**config.mk**
```make
export PLATFORM = sky130hd
export DESIGN_NAME = ccff_bitstream_loader_flat
export DESIGN_NICKNAME = d
export VERILOG_FILES = /design/src/rtl/ccff_bitstream_loader_if.sv /design/src/rtl/ccff_bitstream_loader.sv /design/src/flat_wrapper.sv
export SDC_FILE = /design/constraint.sdc
export NUM_CORES = 1
export LEC_CHECK = 0
export ABC_CLOCK_PERIOD_IN_PS = 6000
export BUFFER_PORTS_ARGS = -buffer_cell sky130_fd_sc_hd__buf_4
export CELL_PAD_IN_SITES_DETAIL_PLACEMENT = 1
export CELL_PAD_IN_SITES_GLOBAL_PLACEMENT = 1
export CORE_MARGIN = 2
export CORE_UTILIZATION = 40
export CTS_BUF_LIST = sky130_fd_sc_hd__clkbuf_16
export CTS_CLUSTER_DIAMETER = 150
export DETAILED_ROUTE_END_ITERATION = 10
export PLACE_DENSITY_LB_ADDON = 0.1
export SYNTH_ARGS = -nofsm -noshare
export SYNTH_HDL_FRONTEND = slang
export SYNTH_SLANG_ARGS = --single-unit
```
**constraint.sdc**
```tcl
create_clock -name prog_clk -period 6 [get_ports prog_clk]
set_input_delay 0.3 -clock prog_clk [delete_from_list [all_inputs] [get_ports prog_clk]]
set_output_delay 0.3 -clock prog_clk [all_outputs]
set_load 0.02 [all_outputs]
```
**src/rtl/ccff_bitstream_loader_if.sv**
```systemverilog
// Bitstream word stream into the CCFF loader: valid/ready handshake, bit 0 shifted first.
interface ccff_bitstream_loader_if #(
    parameter int WORD_W = 8
);
    logic [WORD_W-1:0] word_data;
    logic              word_valid;
    logic              word_ready;

    modport master (output word_data, output word_valid, input word_ready);
    modport slave  (input word_data, input word_valid, output word_ready);
endinterface

```
**src/rtl/ccff_bitstream_loader.sv**
```systemverilog
// Head-end writer for a CCFF chain: clears it, verifies its length with a marker bit,
// then serializes the bitstream LSB first under a per-shift clock enable.
//
// state  | meaning
// IDLE   | waiting for start
// CLEAR  | N shifts of 0 to flush the chain
// CHECK  | N shifts: marker 1 then zeros, tail watched for early marker
// DRAIN  | no shift; tail must now show the marker
// LOAD   | bitstream words serialized onto the chain
// DONE   | chain loaded, holds until start
// ERROR  | chain length mismatch, holds until start
module ccff_bitstream_loader #(
    parameter int CHAIN_LEN = 64,
    parameter int WORD_W    = 8
) (
    input  logic                    prog_clk,
    input  logic                    prog_reset,
    input  logic                    start,
    ccff_bitstream_loader_if.slave  word_if,
    output logic                    ccff_head,
    output logic                    chain_clk_en,
    input  logic                    ccff_tail,
    output logic                    busy,
    output logic                    done,
    output logic                    error
);
    localparam int NWORDS    = (CHAIN_LEN + WORD_W - 1) / WORD_W;
    localparam int LAST_BITS = CHAIN_LEN - (NWORDS - 1) * WORD_W;
    localparam int CNT_W     = $clog2(CHAIN_LEN + 1);
    localparam int WCNT_W    = $clog2(NWORDS + 1);
    localparam int REM_W     = $clog2(WORD_W + 1);

    localparam logic [CNT_W-1:0]  LAST_SHIFT = CNT_W'(CHAIN_LEN - 1);
    localparam logic [WCNT_W-1:0] LAST_WORD  = WCNT_W'(NWORDS - 1);
    localparam logic [WCNT_W-1:0] ALL_WORDS  = WCNT_W'(NWORDS);
    localparam logic [REM_W-1:0]  FULL_REM   = REM_W'(WORD_W);
    localparam logic [REM_W-1:0]  LAST_REM   = REM_W'(LAST_BITS);
    localparam logic [REM_W-1:0]  ONE_REM    = REM_W'(1);

    localparam logic [2:0] S_IDLE  = 3'd0;
    localparam logic [2:0] S_CLEAR = 3'd1;
    localparam logic [2:0] S_CHECK = 3'd2;
    localparam logic [2:0] S_DRAIN = 3'd3;
    localparam logic [2:0] S_LOAD  = 3'd4;
    localparam logic [2:0] S_DONE  = 3'd5;
    localparam logic [2:0] S_ERROR = 3'd6;

    logic [2:0]        state;
    logic [CNT_W-1:0]  shift_cnt;
    logic [WCNT_W-1:0] word_cnt;
    logic [REM_W-1:0]  bits_rem;
    logic [WORD_W-1:0] shift_buf;
    logic              accept;

    // bits_rem counts the bit on ccff_head still in flight, so a new word can be
    // taken while the last bit of the previous one shifts out.
    assign word_if.word_ready = (state == S_LOAD) && (bits_rem <= ONE_REM) && (word_cnt < ALL_WORDS);
    assign accept             = word_if.word_valid && word_if.word_ready;

    always_comb begin
        busy  = (state == S_CLEAR) || (state == S_CHECK) || (state == S_DRAIN) || (state == S_LOAD);
        done  = (state == S_DONE);
        error = (state == S_ERROR);
    end

    always_ff @(posedge prog_clk) begin
        if (prog_reset) begin
            state        <= S_IDLE;
            shift_cnt    <= '0;
            word_cnt     <= '0;
            bits_rem     <= '0;
            shift_buf    <= '0;
            ccff_head    <= 1'b0;
            chain_clk_en <= 1'b0;
        end else begin
            case (state)
                S_IDLE, S_DONE, S_ERROR: begin
                    if (start) begin
                        state        <= S_CLEAR;
                        shift_cnt    <= '0;
                        word_cnt     <= '0;
                        bits_rem     <= '0;
                        ccff_head    <= 1'b0;
                        chain_clk_en <= 1'b1;
                    end
                end
                S_CLEAR: begin
                    if (shift_cnt == LAST_SHIFT) begin
                        state     <= S_CHECK;
                        shift_cnt <= '0;
                        ccff_head <= 1'b1;
                    end else begin
                        shift_cnt <= shift_cnt + 1'b1;
                    end
                end
                S_CHECK: begin
                    ccff_head <= 1'b0;
                    // shift_cnt = k shifts already done; tail reflects shift k
                    if ((shift_cnt != '0) && ccff_tail) begin
                        state        <= S_ERROR;
                        chain_clk_en <= 1'b0;
                    end else if (shift_cnt == LAST_SHIFT) begin
                        state        <= S_DRAIN;
                        shift_cnt    <= '0;
                        chain_clk_en <= 1'b0;
                    end else begin
                        shift_cnt <= shift_cnt + 1'b1;
                    end
                end
                S_DRAIN: begin
                    shift_cnt <= '0;
                    state     <= ccff_tail ? S_LOAD : S_ERROR;
                end
                S_LOAD: begin
                    if (chain_clk_en) begin
                        shift_cnt <= shift_cnt + 1'b1;
                    end
                    if (chain_clk_en && (shift_cnt == LAST_SHIFT)) begin
                        state        <= S_DONE;
                        chain_clk_en <= 1'b0;
                        ccff_head    <= 1'b0;
                        bits_rem     <= '0;
                    end else if (accept) begin
                        ccff_head    <= word_if.word_data[0];
                        shift_buf    <= word_if.word_data >> 1;
                        bits_rem     <= (word_cnt == LAST_WORD) ? LAST_REM : FULL_REM;
                        word_cnt     <= word_cnt + 1'b1;
                        chain_clk_en <= 1'b1;
                    end else if (bits_rem > ONE_REM) begin
                        ccff_head    <= shift_buf[0];
                        shift_buf    <= shift_buf >> 1;
                        bits_rem     <= bits_rem - 1'b1;
                        chain_clk_en <= 1'b1;
                    end else begin
                        bits_rem     <= '0;
                        chain_clk_en <= 1'b0;
                    end
                end
                default: begin
                    state        <= S_IDLE;
                    chain_clk_en <= 1'b0;
                end
            endcase
        end
    end
endmodule
```
**src/flat_wrapper.sv**
```systemverilog
// flat-port wrapper written by rule: the top's interface ports become plain ports
module ccff_bitstream_loader_flat 
#(
    parameter int CHAIN_LEN = 64,
    parameter int WORD_W    = 8
)
  (prog_clk, prog_reset, start, ccff_head, chain_clk_en, ccff_tail, busy, done, error, word_if_word_data, word_if_word_valid, word_if_word_ready);
  ccff_bitstream_loader_if #(.WORD_W(WORD_W)) word_if_i ();
  input  logic prog_clk;
  input  logic prog_reset;
  input  logic start;
  output logic ccff_head;
  output logic chain_clk_en;
  input  logic ccff_tail;
  output logic busy;
  output logic done;
  output logic error;
  input wire logic [$bits(word_if_i.word_data)-1:0] word_if_word_data;
  input wire logic [$bits(word_if_i.word_valid)-1:0] word_if_word_valid;
  output wire logic [$bits(word_if_i.word_ready)-1:0] word_if_word_ready;
  assign word_if_i.word_data = word_if_word_data;
  assign word_if_i.word_valid = word_if_word_valid;
  assign word_if_word_ready = word_if_i.word_ready;
  ccff_bitstream_loader #(.CHAIN_LEN(CHAIN_LEN), .WORD_W(WORD_W)) u_core (.prog_clk(prog_clk), .prog_reset(prog_reset), .start(start), .word_if(word_if_i), .ccff_head(ccff_head), .chain_clk_en(chain_clk_en), .ccff_tail(ccff_tail), .busy(busy), .done(done), .error(error));
endmodule
```
After elaboration in Yosys (flattened, before gate mapping) --
Cells that the tools add are included. W data, S select, Z words.
Storage, ports and cells: output and inout port bits 6, word-level logic and storage cells 89, bits of input ports 13, register bits after elaboration 28
Cells by class: equality and inequality tests 16, bitwise logic cells 2, multiplexer cells 35, reduce and logical (&&, ||, !) cells 23, order comparisons 3, add/subtract/negate cells 3
Operators with widths (number):
- $pmux W7 S5 | 1
- $mux W7 | 4
- $mux W4 | 6
- $mux W8 | 2
- $pmux W4 S2 | 2
- $reduce_and A4 Y1 | 4
- $mux W3 | 5
- $pmux W3 S5 | 1
- $mux W1 | 11
- $ne A2 B2 Y1 const B | 5
- $eq A3 B3 Y1 const B | 3
- $pmux W1 S4 | 2
- $add A7 B1 Y7 const B | 1
- $eq A7 B6 Y1 const B | 1
- $reduce_bool A7 Y1 | 1
- $eq A3 B2 Y1 const B | 2
- $reduce_and A3 Y1 | 2
- $logic_and A1 B1 Y1 | 5
- $reduce_bool A5 Y1 | 1
- $add A4 B1 Y4 const B | 1
- $gt A4 B1 Y1 const B | 1
- $le A4 B1 Y1 const B | 1
- $lt A4 B4 Y1 const B | 1
- $ne A2 B1 Y1 const B | 2
- other kinds (13) | 17

Depth between registers and ports, before layout --
Gate-level depths: netlist (run 1).
depth in word-level cells 7, depth in mapped cells 9, depth with buffers taken out 7

Worst setup path after synthesis (run 1) --
Ideal clock, no wire load.
path kind register -> register, start reg u_core.state[0], end reg u_core.shift_cnt[4], slack 3.739 ns, buffers on the path 2, stages on the path, launching flop included 9, arrival time 2.169 ns, setup time 0.092 ns, cell sequence dfxtp_1 buf_6 clkbuf_1 inv_1 fa_1 a21oi_1 nor3_1 nor3_1 o32ai_1
On the way: longest elaborated chain between the ends 4, elaborated cells between the ends (all ways) 14
Ends and longest elaborated chain:
- start: declaration | line ccff_bitstream_loader.sv:48 | logic [2:0] state;
- start signal: assignment | line ccff_bitstream_loader.sv:112 | state <= ccff_tail ? S_LOAD : S_ERROR;
- $eq A3 B3 Y1 or $logic_not A3 Y1 (tied branches) | line ccff_bitstream_loader.sv:76 | case (state)
- $reduce_or A3 Y1 | line ccff_bitstream_loader.sv:76
- $reduce_bool A5 Y1 (no source line) or $ne A2 B2 Y1 (tied branches)
- $reduce_and A4 Y1 (no source line)
- end signal: assignment | line ccff_bitstream_loader.sv:93 | shift_cnt <= shift_cnt + 1'b1;
- end signal: assignment | line ccff_bitstream_loader.sv:107 | shift_cnt <= shift_cnt + 1'b1;
- end signal: assignment | line ccff_bitstream_loader.sv:116 | shift_cnt <= shift_cnt + 1'b1;
- end: declaration | line ccff_bitstream_loader.sv:49 | logic [CNT_W-1:0] shift_cnt;
Parallel ways exist; a longest one is shown, timed or not. A chain may end at the register's enable or synchronous reset.

Worst setup path in the final report (run 1) --
start reg u_core.state[0], end reg u_core.shift_cnt[3]
Same word-level chain as after synthesis.

==> run_results.csv, run 1 <==
group,metric,value,unit
cts,ctsResizeCount,0,
cts,clock_latency,270,ps
synthesis,ys.flop_type,"dfxtp_1",
synthesis,synth_seq_area_share,0.309,
flow_run,maxCapViolCount,0,
cts,h-tree-depth,1,
routing,route.vias.total,1672,
cts,clockBufferDepth,2,
setup_path,critical_path_arrival,2840,ps
setup_path,critPathSlowestCell,"nor3_1",
cts,cts_buffers,3,
sta,post-route-min-period,2660,ps
grt,grt_overflow,0,
power_and_ir_drop,power,389,µW
setup_path,startpoint_type,"flop",
routing,wl_per_cell,16.9,µm
sta,max_slew_margin,0.437,
routing,drc,0,
setup_path,cp_max_fo,16,
power_and_ir_drop,p_per_area,201,nW/µm²
setup_path,path_class,"flop to flop",
cts,cts_setup_buffers,0,
power_and_ir_drop,ir_worst_vdd,0.0990,mV
setup_path,crit_chain,"inv_1 > fa_1 > a21oi_1 > nor3_1 > a211oi_1 > o32ai_1",
cts,cts_num_sinks,27,
cts,cts_tree,"done",
min_path,hp-class,"input port to flop",
grt,grt_pass1_vias,1650,
synthesis,yosysUniqueCellTypes,52,
synthesis,synthArstFlopShare,0,
sta,skew,6.45,ps
grt,grt_util_all_layers,0.204,
sta,fin_setup_tns,0,ps
finish,diodes,0,
floorplanning,io_pins,19,
synthesis,synth_area_leaders,"dfxtp_1, a21oi_1, nand2_1",
sta,finalMaxSlewViolations,0,
setup_path,rrSetupSlack,3340,ps
setup_path,worstSetupStartpoint,"u_core.state[0]$_SDFFE_PP0P_",
setup_path,crit_cells,6,
finish,final_common_cell,"dfxtp_1",
routing,drtAntennaViolNets,0,
floorplanning,die_h,70.2,µm
sta,hold_viol,0,
grt,grtUsageMet1,0.268,
finish,final_cell_mix,"dfxtp_1, nand2_1, nor2_1, a21oi_1, buf_4",
finish,area_growth,10.7,%
setup_path,slowest_delay,670,ps
sta,min_period_over_period,0.444,
finish,nets,247,
floorplanning,dieArea,4920,µm²
sta,setup_viol,0,
grt,grt_pass1_wl,8080,µm
synthesis,yosys.area.top_type_share,0.309,
routing,drt-initial-drc-count,82,
cts,cts.clk_slew.worst_paths,70,ps
placement,portBuffers,18,
synthesis,synth.avg_cell_area,7.92,µm²
sta,hold-worst-slack,272,ps
cts,ctsHoldBuffers,0,
setup_path,r2r_start,"u_core.state[0]$_SDFFE_PP0P_",
synthesis,syn_inst,221,
setup_path,cp.required,6180,ps
grt,met2_usage,0.358,
floorplanning,die_width,70.2,µm
floorplanning,floorplan.initialDensity,0.408,
floorplanning,row_count,24,
synthesis,synth.ff_latch_count,27,
setup_path,critPathTopFamily,"simple AND/OR/NAND/NOR gates",
grt,grt_max_degree,29,
grt,antenna_found_initial,0,
placement,place_hpwl,3520,µm
sta,fmax,375,MHz
synthesis,synth_top_area_cell,"dfxtp_1",
synthesis,synth_warnings,0,
cts,clockRootBuffer,"clkbuf_16",
synthesis,syn_nets,240,
routing,vias_per_cell,5.99,
routing,firstDrtPassIters,4,
routing,routed_wl,4710,µm
synthesis,synth_edf_count,0,
setup_path,timing.rr.end,"u_core.shift_cnt[3]$_SDFFE_PP0P_",
synthesis,syn_area,1750,µm²
setup_path,path_buf_inv,1,
setup_path,end_kind,"flop",
status,status,"complete, no violations",
setup_path,r2r_cells,6,
floorplanning,core_area,4290,µm²
sta,worst_pin_slew,843,ps
sta,grt_setup_unrepaired,"false",
power_and_ir_drop,p_leak,0.000649,µW
setup_path,crit_end,"u_core.shift_cnt[3]$_SDFFE_PP0P_",
grt,top_usage_layer,"met2",
placement,globalplace.congestion,0.814,
finish,drive_above_1_share,0.141,
grt,grt_use_met3,0.0231,
-- layer usage --
| layer | routed length, µm | part of all wire |
|---|---|---|
| met4 | 43 | 0.0091 |
| met5 | 0 | 0 |
| met3 | 106 | 0.023 |
| met1 | 2170 | 0.46 |
| met2 | 2390 | 0.51 |
-- worst min path at each step --
stage / start / to / depth (start not counted)
floorplan: word_if_word_data[7] / u_core.shift_buf[6]$_SDFFE_PP0P_ / 2
global placement: u_core.shift_cnt[6]$_SDFFE_PP0P_ / u_core.shift_cnt[6]$_SDFFE_PP0P_ / 2
detailed placement: u_core.shift_buf[2]$_SDFFE_PP0P_ / u_core.shift_buf[1]$_SDFFE_PP0P_ / 2
CTS: word_if_word_data[7] / u_core.shift_buf[6]$_SDFFE_PP0P_ / 3
global route: word_if_word_data[7] / u_core.shift_buf[6]$_SDFFE_PP0P_ / 3
finish: word_if_word_data[7] / u_core.shift_buf[6]$_SDFFE_PP0P_ / 3
-- worst reg2reg max path: cells and delay by family, from the launching register on --
family | cells | cell delay [ps]
buffers and inverters | 1 | 240
AND/OR/NAND/NOR | 1 | 670
AO/OA/AOI/OAI | 3 | 450
adder cells (fa/ha/maj) | 1 | 610
flip-flops | 1 | 630
-- synth_stat cells, drive strengths merged (2+ instances only) --
library cell / instances
and2: 4
nand3: 7
a211oi: 4
a21oi: 22
a311oi: 9
or3: 6
ha: 5
clkbuf: 9
a41oi: 2
nor2: 20
buf: 7
mux2i: 4
nor4: 3
nor2b: 4
nand2: 22
nand4: 2
dfxtp: 27
nand2b: 4
nor3: 11
o32ai: 4
o21ai: 10
inv: 12
-- power by group --
part           internal (µW)  switching, µW
clock network           90.3           68.8
registers                181           3.88
logic                   18.9           26.4
-- cells by family (layout without fill, tap and decap cells) --
group / count (synthesis) / after routing / synth area share
AOI/OAI and AO/OA: 63 / 63 / 0.257
muxes: 4 / 4 / 0.0229
and+or+nand+nor: 90 / 90 / 0.269
buffers and inverters: 28 / 34 / 0.0786
xor gates and xnor gates: 2 / 2 / 0.0100
DFF: 27 / 27 / 0.309
adders and majority gates: 7 / 7 / 0.0529
-- flip-flops by register name, indices dropped and copies added (netlist names) --
name / count
u_core.bits_rem: 4
u_core.shift_cnt: 7
u_core.shift_buf: 7
u_core.chain_clk_en: 1
u_core.word_cnt: 4
u_core.ccff_head: 1
u_core.state: 3
-- stage by stage --
step | setup slack (ps) | area, µm² | utilization | std cells
2_1_floorplan | 3740 | 1750 | - | 221
3_3_place_gp | 3470 | 1860 | 0.433 | 275
3_5_place_dp | 3360 | 1860 | 0.433 | 275
4_1_cts | 3350 | 1940 | 0.451 | 279
5_1_grt | 3070 | 1940 | 0.451 | 279
6_report | 3340 | 1940 | 0.451 | 279
-- final cells by class --
cell class | instances | area [µm²]
clock buffer | 3 | 75.1
clock inverter | 1 | 5.00
fill | 528 | 2360
inverter | 12 | 45.0
multi-input combinational | 166 | 1070
sequential | 27 | 541
tap | 52 | 65.1
timing repair buffer | 18 | 135
Power figures use the tool's default switching activity.
==> run 2, diff against run 1 <==
ABC_CLOCK_PERIOD_IN_PS = 2200   (was 6000)
CORE_UTILIZATION = 39   (was 40)
clock period = 2.2 ns   (was 6 ns; I/O delays follow)
==> run 2 against run 1 <==
  * Core utilization is 1.4 points higher
  * Clock-buffer cell count is the same
  * Sequential power increased to 2.7 times the previous value
==> run_results.csv, run 2 (synthesized netlist as in run 1, its figures left out) <==
group,metric,value,unit
floorplanning,io_pins,19,
routing,drtAntennaViolNets,0,
routing,wl_met3,80,µm
placement,portBuffers,18,
sta,worst_pin_slew,469,ps
sta,hold_viol,0,
flow_run,maxCapViolCount,0,
routing,wl_per_cell,16.7,µm
grt,grt_util_all_layers,0.207,
min_path,hp-class,"input port to flop",
routing,wl_met1,2230,µm
sta,finalMaxSlewViolations,0,
grt,grt_pass1_vias,1694,
sta,fin_setup_tns,0,ps
setup_path,cp.required,2350,ps
routing,firstDrtPassIters,4,
sta,fmax,479,MHz
finish,nets,254,
placement,place_hpwl,3630,µm
routing,drt-initial-drc-count,77,
sta,max_slew_margin,0.684,
cts,clockBufferDepth,2,
floorplanning,die_h,71.0,µm
cts,cts_num_sinks,27,
finish,fin_area,2010,µm²
floorplanning,floorplan.initialDensity,0.405,
cts,clockRootBuffer,"clkbuf_16",
floorplanning,row_count,24,
setup_path,cp_max_fo,6,
sta,post-route-min-period,2090,ps
placement,placed_cell_area,1920,µm²
routing,top_layer,"met4",
floorplanning,die_width,71.0,µm
cts,cts_tree,"done",
floorplanning,core_area,4320,µm²
grt,grt_max_degree,29,
sta,min_period_over_period,0.949,
power_and_ir_drop,p_leak,0.000684,µW
finish,drive_above_1_share,0.179,
cts,cts.clk_slew.worst_paths,70,ps
cts,h-tree-depth,1,
finish,reg.largest.list,"u_core.shift_buf x7, u_core.shift_cnt x7",
sta,setup_viol,0,
routing,drc,0,
status,status,"complete, no violations",
sta,skew,6.50,ps
routing,wl_met2,2390,µm
cts,clock_latency,270,ps
grt,antenna_found_initial,0,
setup_path,path_class,"flop to flop",
finish,area_growth,14.9,%
placement,globalplace.congestion,0.906,
setup_path,startpoint_type,"flop",
finish,final_cell_mix,"dfxtp_1, buf_4, nand2_1, nor2_1, a21oi_1",
finish,fillers,546,
routing,route.vias.total,1666,
routing,vias_per_cell,5.83,
routing,routed_wl,4780,µm
setup_path,end_kind,"flop",
sta,grt_setup_unrepaired,"false",
setup_path,critical_path_arrival,2240,ps
floorplanning,dieArea,5040,µm²
finish,final_common_cell,"dfxtp_1",
power_and_ir_drop,p_per_area,534,nW/µm²
cts,cts_buffers,3,
grt,grt_pass1_wl,8270,µm
grt,grt_overflow,0,
finish,diodes,0,
power_and_ir_drop,ir_worst_vdd,0.222,mV
run 2: what timing repair did:
item / 4_1_cts / 5_1_grt
hold buffers: 0 / 0
gates resized for setup: 0 / 3
buffers inserted: 0 / 0
setup endpoints to repair: 0 / 6
run 2: worst paths after layout:
kind,from,end,slack (ps),cells past startpoint
setup / recovery,u_core.state[0]$_SDFFE_PP0P_,u_core.shift_cnt[4]$_SDFFE_PP0P_,110,6
hold / removal,word_if_word_data[7],u_core.shift_buf[6]$_SDFFE_PP0P_,100,3
setup reg to reg,u_core.state[0]$_SDFFE_PP0P_,u_core.shift_cnt[4]$_SDFFE_PP0P_,110,6
hold reg to reg,u_core.shift_cnt[6]$_SDFFE_PP0P_,u_core.shift_cnt[6]$_SDFFE_PP0P_,480,2
run 2: worst max-delay path, stage by stage (launching register included):
cell	delay, ps
dfxtp_1	390
inv_1	140
fa_1	600
a21oi_2	90
or3_1	410
nand3_1	220
o32ai_1	120
run 2: area by class of cell:
type	count	area [µm²]	share of cell area
multi-input cells	166	1090	0.542
inverters	12	45.0	0.0224
repair buffers	25	188	0.0933
clock buffers	3	75.1	0.0373
well taps	52	65.1	0.0324
flip-flops and latches	27	541	0.269
clock inverters	1	7.51	0.00373
run 2: routing by layer:
| layer | vias to the layer above | track usage |
|---|---|---|
| met1 | 817 | 0.267 |
| met5 | - | 0 |
| met2 | 14 | 0.358 |
| li1 | 830 | - |
| met3 | 5 | 0.0256 |
| met4 | 0 | 0.0692 |
run 2: metrics by stage:
| stage | power (µW) | hold WS, ps | setup WS [ps] | instances | utilization |
|---|---|---|---|---|---|
| after global placement | 642 | 369 | 182 | 282 | 0.443 |
| final | 1070 | 95.5 | 111 | 286 | 0.465 |
| after detailed placement | 646 | 380 | 116 | 282 | 0.443 |
| after CTS | 1080 | 88.9 | 95.2 | 286 | 0.462 |
| after global routing | 1130 | 94.4 | 12.2 | 286 | 0.465 |
| after floorplan | 598 | 246 | 3.37 | 221 | - |
run 2: power breakdown:
part           internal [µW]  leakage (µW)  switching, µW
Combinational           59.0      0.000429           78.6
Clock                    248     0.0000371            186
Sequential               494      0.000218           6.69
Total                    801      0.000684            272
